### config.mk
export PLATFORM = sky130hd
export DESIGN_NAME = uart_rx_ctrl_flat
export DESIGN_NICKNAME = d
export VERILOG_FILES = /design/src/rtl/uart_rx_ctrl_if.sv /design/src/rtl/uart_rx_ctrl.sv /design/src/flat_wrapper.sv
export SDC_FILE = /design/constraint.sdc
export NUM_CORES = 1
export LEC_CHECK = 0
export CELL_PAD_IN_SITES_DETAIL_PLACEMENT = 1
export CELL_PAD_IN_SITES_GLOBAL_PLACEMENT = 2
export CORE_ASPECT_RATIO = 0.8
export CORE_MARGIN = 4
export CORE_UTILIZATION = 30
export DETAILED_ROUTE_END_ITERATION = 16
export PLACE_DENSITY = 0.78
export SYNTH_ARGS = -nofsm -noshare
export SYNTH_HDL_FRONTEND = slang
export SYNTH_SLANG_ARGS = --single-unit
### constraint.sdc
create_clock -name clk -period 5 [get_ports clk]
set_clock_uncertainty 0.1 [all_clocks]
set_input_delay 1 -clock clk [delete_from_list [all_inputs] [get_ports clk]]
set_output_delay 1 -clock clk [all_outputs]
set_load 0.02 [all_outputs]
### src/rtl/uart_rx_ctrl_if.sv
// uart_rx_ctrl_if: receiver handshake, FIFO output stream and status bundle for uart_rx_ctrl
interface uart_rx_ctrl_if #(
    parameter int CW = 5
);
    logic [7:0]    rx_data;
    logic          rx_sent;
    logic [3:0]    rx_error;
    logic          rx_ack;
    logic [7:0]    out_data;
    logic          out_valid;
    logic          out_ready;
    logic [CW-1:0] fifo_count;
    logic          overflow;
    logic [7:0]    err_count;
    logic          clear;
    modport master (
        output rx_data, rx_sent, rx_error, out_ready, clear,
        input  rx_ack, out_data, out_valid, fifo_count, overflow, err_count
    );
    modport slave (
        input  rx_data, rx_sent, rx_error, out_ready, clear,
        output rx_ack, out_data, out_valid, fifo_count, overflow, err_count
    );
endinterface

### src/rtl/uart_rx_ctrl.sv
// uart_rx_ctrl: acknowledges receiver bytes into a first-word-fall-through FIFO,
// tracking sticky overflow and a saturating receiver error count.
module uart_rx_ctrl #(
    parameter int DEPTH = 4,
    parameter int CW    = 5
) (
    input logic           clk,
    input logic           rst,
    uart_rx_ctrl_if.slave bus
);
    localparam int AW = $clog2(DEPTH);
    localparam logic [CW-1:0] FULL = CW'(DEPTH);
    typedef enum logic [1:0] {IDLE = 2'd0, ACK = 2'd1, WAIT_CLR = 2'd2} state_t;
    state_t        state, state_nx;
    logic [7:0]    mem [DEPTH];
    logic [AW-1:0] rd_ptr, wr_ptr;
    logic [CW-1:0] count;
    logic [3:0]    prev_err;
    logic [7:0]    err_count;
    logic          rx_ack, overflow;
    logic          capture, pop, accept, err_evt;
    always_comb begin
        state_nx = IDLE;
        case (state)
            IDLE:     state_nx = bus.rx_sent ? ACK : IDLE;
            ACK:      state_nx = WAIT_CLR;
            WAIT_CLR: state_nx = bus.rx_sent ? WAIT_CLR : IDLE;
            default:  state_nx = IDLE;
        endcase
    end
    assign capture = state == IDLE && bus.rx_sent;
    assign pop     = count != '0 && bus.out_ready;
    // A full FIFO still takes the byte when the head leaves in the same cycle
    assign accept  = capture && (count < FULL || pop);
    assign err_evt = prev_err == '0 && bus.rx_error != '0;
    always_ff @(posedge clk) begin
        if (rst) begin
            state     <= IDLE;
            rx_ack    <= 1'b0;
            rd_ptr    <= '0;
            wr_ptr    <= '0;
            count     <= '0;
            prev_err  <= '0;
            overflow  <= 1'b0;
            err_count <= '0;
        end else begin
            state     <= state_nx;
            rx_ack    <= state_nx == ACK;
            prev_err  <= bus.rx_error;
            if (accept) wr_ptr <= wr_ptr + 1'b1;
            if (pop) rd_ptr <= rd_ptr + 1'b1;
            count     <= count + CW'(accept) - CW'(pop);
            overflow  <= !bus.clear && (overflow || (capture && !accept));
            err_count <= bus.clear ? '0 : err_count + 8'(err_evt && err_count != 8'hFF);
        end
    end
    always_ff @(posedge clk) begin
        if (accept) mem[wr_ptr] <= bus.rx_data;
    end
    assign bus.rx_ack     = rx_ack;
    assign bus.out_data   = mem[rd_ptr];
    assign bus.out_valid  = count != '0;
    assign bus.fifo_count = count;
    assign bus.overflow   = overflow;
    assign bus.err_count  = err_count;
endmodule

### src/flat_wrapper.sv
// flat-port wrapper written by rule: the top's interface ports become plain ports
module uart_rx_ctrl_flat 
#(
    parameter int DEPTH = 4,
    parameter int CW    = 5
)
  (clk, rst, bus_rx_data, bus_rx_sent, bus_rx_error, bus_out_ready, bus_clear, bus_rx_ack, bus_out_data, bus_out_valid, bus_fifo_count, bus_overflow, bus_err_count);
  uart_rx_ctrl_if #(.CW(CW)) bus_i ();
  input logic clk;
  input logic rst;
  input wire logic [$bits(bus_i.rx_data)-1:0] bus_rx_data;
  input wire logic [$bits(bus_i.rx_sent)-1:0] bus_rx_sent;
  input wire logic [$bits(bus_i.rx_error)-1:0] bus_rx_error;
  input wire logic [$bits(bus_i.out_ready)-1:0] bus_out_ready;
  input wire logic [$bits(bus_i.clear)-1:0] bus_clear;
  output wire logic [$bits(bus_i.rx_ack)-1:0] bus_rx_ack;
  output wire logic [$bits(bus_i.out_data)-1:0] bus_out_data;
  output wire logic [$bits(bus_i.out_valid)-1:0] bus_out_valid;
  output wire logic [$bits(bus_i.fifo_count)-1:0] bus_fifo_count;
  output wire logic [$bits(bus_i.overflow)-1:0] bus_overflow;
  output wire logic [$bits(bus_i.err_count)-1:0] bus_err_count;
  assign bus_i.rx_data = bus_rx_data;
  assign bus_i.rx_sent = bus_rx_sent;
  assign bus_i.rx_error = bus_rx_error;
  assign bus_i.out_ready = bus_out_ready;
  assign bus_i.clear = bus_clear;
  assign bus_rx_ack = bus_i.rx_ack;
  assign bus_out_data = bus_i.out_data;
  assign bus_out_valid = bus_i.out_valid;
  assign bus_fifo_count = bus_i.fifo_count;
  assign bus_overflow = bus_i.overflow;
  assign bus_err_count = bus_i.err_count;
  uart_rx_ctrl #(.DEPTH(DEPTH), .CW(CW)) u_core (.clk(clk), .rst(rst), .bus(bus_i));
endmodule
[After elaboration in Yosys (flattened, before gate mapping)]
Memory sizes are Yosys's and may differ from the RTL's. A register that Yosys moved wholly into a read port is not among the register bits.
Index checks and enable logic that the tools add are counted.
Cells by class
  add/subtract/negate cells: 5
  magnitude comparators: 1
  equality and inequality tests: 4
  multiplexer cells: 7
  reduce and logical (&&, ||, !) cells: 16
Operator list (number)
  adder 8 x 1 -> 8 bit: 1
  inequality test 8 bit, second input constant: 1
  logical AND 1 bit: 7
  2-to-1 mux 2 bit: 3
  one-hot mux 2 bit (3 select lines): 1
  adder 5 x 1 -> 5 bit: 1
  less-than comparator 5 x 3 -> 1 bit, second input constant: 1
  nonzero test 5 bit: 1
  subtractor 5 x 1 -> 5 bit: 1
  adder 2 x 1 -> 2 bit, second input constant: 2
  == test 2 x 1 -> 1 bit, second input constant: 2
  logical NOT 4 bit: 1
  nonzero test 4 bit: 1
  2-to-1 mux 1 bit: 3
  == test 2 bit, second input constant: 1
  logical NOT 1 bit: 2
  logical NOT 2 bit: 1
  logical OR 1 bit: 2
  OR reduction 2 bit: 1
Storage, ports and cells
  register bits: 25
  RAM bits: 32
  bits of input ports: 17
  output and inout bits: 24
  logic and storage cells: 42
  memories kept: 1
Memory list
  u_core.mem: words 4, bits a word 8, rd ports 1, clocked after Yosys merged registers in 1, write ports 1, line uart_rx_ctrl.sv:15  | logic [7:0] mem [DEPTH];

[Logic depth before layout (Yosys ltp)]
  depth in word-level cells: 8
  gate-level depth with buffers: 14

[Worst setup path after synthesis]
No wires, ideal clock.
  path type: input -> register
  start: input port bus_rx_sent
  end: register u_core.count[4], in the netlist u_core.bus.fifo_count[4]
  setup time: 129 ps
  arrival time: 2659 ps
  required time: 4771 ps
  path slack: 2112 ps
  stages: 9
  cells stage by stage: nor4bb_1 o2bb2ai_4 ha_1 inv_1 fa_1 nand2b_1 a21oi_1 or3_1 a21oi_1
On the way
  cells in the longest elaborated chain, start to end: 4
RTL lines
  from (decl): line flat_wrapper.sv:12  | input wire logic [$bits(bus_i.rx_sent)-1:0] bus_rx_sent;
  logical AND 1 bit: line uart_rx_ctrl.sv:31  | assign capture = state == IDLE && bus.rx_sent;
  logical AND 1 bit: line uart_rx_ctrl.sv:34  | assign accept = capture && (count < FULL || pop);
  net u_core.accept: line uart_rx_ctrl.sv:21  | logic capture, pop, accept, err_evt;
  adder 5 x 1 -> 5 bit: line uart_rx_ctrl.sv:52  | count <= count + CW'(accept) - CW'(pop);
  subtractor 5 x 1 -> 5 bit: line uart_rx_ctrl.sv:52
  to (signal assigned): line uart_rx_ctrl.sv:52
  to (decl): line uart_rx_ctrl.sv:17  | logic [CW-1:0] count;
The timed path passes the listed nets, and every way through them passes these cells.
A chain may end at the register's enable or synchronous reset.

[Worst setup path in the final report]
Same ends and word-level chain as after synthesis.

==> results_dict.tcl <==
set metrics [dict create \
    cp_max_fo 7 \
    async_flop_share_pct 0 \
    setup_viol 0 \
    std_cell_rows 28 \
    antenna_found_initial 0 \
    insertion_delay_ns 0.33 \
    place_hpwl_um 3340 \
    endpoint_kind "flop" \
    avgSynthCellArea_um2 13.9 \
    cts-buffers-inserted 9 \
    max_cap_violations 0 \
    wl_met3_um 332 \
    setup_tns_ns 0 \
    start_util_pct 31.6 \
    htreeDepth 3 \
    max_stage_delay_ns 0.50 \
    grt_pass1_wl_um 8000 \
    firstDrtPassIters 4 \
    relSlewSlack_pct 55.4 \
    drtIter0Drc 35 \
    via_count 1418 \
    cp_top_family "simple AND/OR/NAND/NOR gates" \
    post_cts_buffers 0 \
    nets 251 \
    gp_congestion 0.724 \
    period_minus_slack_ns 3.30 \
    synth.distinct_cells 33 \
    required_ns 5.09 \
    rsz0062_at_grt "no" \
    die_w_um 108 \
    layout_common_cells "40 x clkdlybuf4s50_1, 32 x edfxtp_1, 27 x dfxtp_1, 19 x nor2_1" \
    leakage_nw 1.13 \
    startpoint_type "primary input" \
    clkSinkCount 59 \
    finalHoldViolCount 0 \
    ir_worst_vdd_mv 0.150 \
    power_density_mw_per_mm2 536 \
    clock_path_buffers 2 \
    drive_above_1_share_pct 13.8 \
    grt_overflow 0 \
    final.period_utilization_pct 66.1 \
    slowest_stage "clkdlybuf4s50_1" \
    critPathKind "primary input to flop" \
    worstHoldPathType "flop to flop" \
    diodes 0 \
    max_freq_mhz 303 \
    hold_buffers 0 \
    critical_path.cell_chain "clkdlybuf4s50_1 > or3b_1 > o2bb2ai_4 > ha_1 > inv_1 > fa_1 > nand2b_1 > a21oi_1 > or3_1 > a21oi_1" \
    vias_per_cell 4.31 \
    p_total_w 0.00169 \
    die_h_um 88.1 \
    grt_max_degree 19 \
    wl_met2_um 2000 \
    ios 41 \
    drcViolationCount 0 \
    cts.root.buffer_cell "clkbuf_8" \
    tightest_slew_ns 0.666 \
    area_delta_synth_final_pct 31.2 \
    arrival_ns 3.39 \
    synthCells 173 \
    highest_layer "met4" \
    synthFlopType "edfxtp_1" \
    ys_warn_count 0 \
    port_buffers 40 \
    final_common_cell "clkdlybuf4s50_1" \
    maxSlewViolCount 0 \
    nFillCells 815 \
    ys_seq_area_share_pct 62.4 \
    die-area_mm2 0.00953 \
    grtUsageTotal_pct 11.3 \
    grt_pass1_vias 1553 \
    met1Wirelength_um 2250 \
    path_common_cell "a21oi_1" \
    cp_num_buf_inv 2 \
    ant_nets 0 \
    outcome "completed" \
    cts_tree "built" \
    post_drt_wl_per_cell_um 14.1 \
    syn_nets 205 \
    routed_wl_um 4650 \
    core-area_mm2 0.00760 \
    synth_edf_count 32 \
    path_clk_slew_ns 0.07 \
    cts_resized 0 \
    ys_ff_latch 59 \
    netlist_area_mm2 0.00241 \
]
state kept, by name (all words and copies together), names as in the netlist, named ones only:
signal / count
u_core.bus.rx_ack: 1
u_core.bus.fifo_count: 5
u_core.prev_err: 4
u_core.mem: 32
u_core.state: 2
u_core.rd_ptr: 2
u_core.wr_ptr: 2
u_core.bus.err_count: 8
u_core.bus.overflow: 1
tightest hold or removal path: cells and delay by family (launching register included):
| kind | cells | cell delay [ns] |
|---|---|---|
| DFF | 1 | 0.34 |
| and+or+nand+nor | 1 | 0.07 |
| AOI/OAI and AO/OA | 1 | 0.06 |
metrics by stage:
| step | cell area [um2] | utilization, % | setup WS (ns) | hold slack (ns) | instances |
|---|---|---|---|---|---|
| after floorplan | 2410 | - | 2.11 | 0.367 | 173 |
| after global placement | 2920 | 38.4 | 1.45 | 0.394 | 313 |
| after detailed placement | 2920 | 38.4 | 1.35 | 0.403 | 313 |
| after CTS | 3160 | 41.5 | 1.70 | 0.410 | 329 |
| after global routing | 3160 | 41.5 | 1.48 | 0.442 | 329 |
| final | 3160 | 41.5 | 1.70 | 0.410 | 329 |
synthesized netlist by cell type, types with 3 or more instances:
master	n	area share (%)
nand3_1	3	0.62
xor2_1	5	1.8
edfxtp_1	32	40
a21oi_1	7	1.5
ha_1	14	7.3
nor2_1	19	3.0
clkbuf_1	3	0.47
mux4_2	8	7.5
xnor2_1	4	1.5
or3_1	3	0.78
nor2b_1	6	1.6
and2_2	4	1.2
inv_1	14	2.2
dfxtp_1	27	22
o21ai_0	3	0.62
per-layer routing:
layer | track usage, % | up-vias
li1 | - | 701
met1 | 14.5 | 671
met2 | 17.0 | 39
met3 | 5.38 | 7
met4 | 3.44 | 0
met5 | 0 | -
logic make-up after synthesis:
logic type | synth area share (%)
adder cells (fa/ha/maj) | 8.11
AO/OA/AOI/OAI | 4.32
flip-flops | 62.4
multiplexers | 7.90
AND/OR/NAND/NOR | 11.0
XOR/XNOR | 3.28
buffers and inverters | 3.02
power breakdown:
group / internal (W) / switching (W)
registers: 0.000587 / 0.0000549
clock network: 0.000330 / 0.000194
logic: 0.000269 / 0.000256
layout make-up:
cell class / count / area [um2] / share of cell area (%)
sequential: 59 / 1500 / 47.6
multi-input combinational: 95 / 832 / 26.4
timing repair buffer: 40 / 400 / 12.7
tap: 105 / 131 / 4.16
clock buffer: 9 / 124 / 3.92
clock inverter: 7 / 115 / 3.65
inverter: 14 / 52.6 / 1.66
worst paths after layout:
check	startpoint	to	slack (ns)	cells past startpoint
setup / recovery	bus_rx_sent	u_core.bus.fifo_count[4]	1.70	10
hold / removal	u_core.bus.overflow	u_core.bus.overflow	0.41	2
setup reg to reg	u_core.bus.fifo_count[3]	u_core.bus.fifo_count[4]	2.03	14
hold reg to reg	u_core.bus.overflow	u_core.bus.overflow	0.41	2
(Power assumes the default switching activity.)
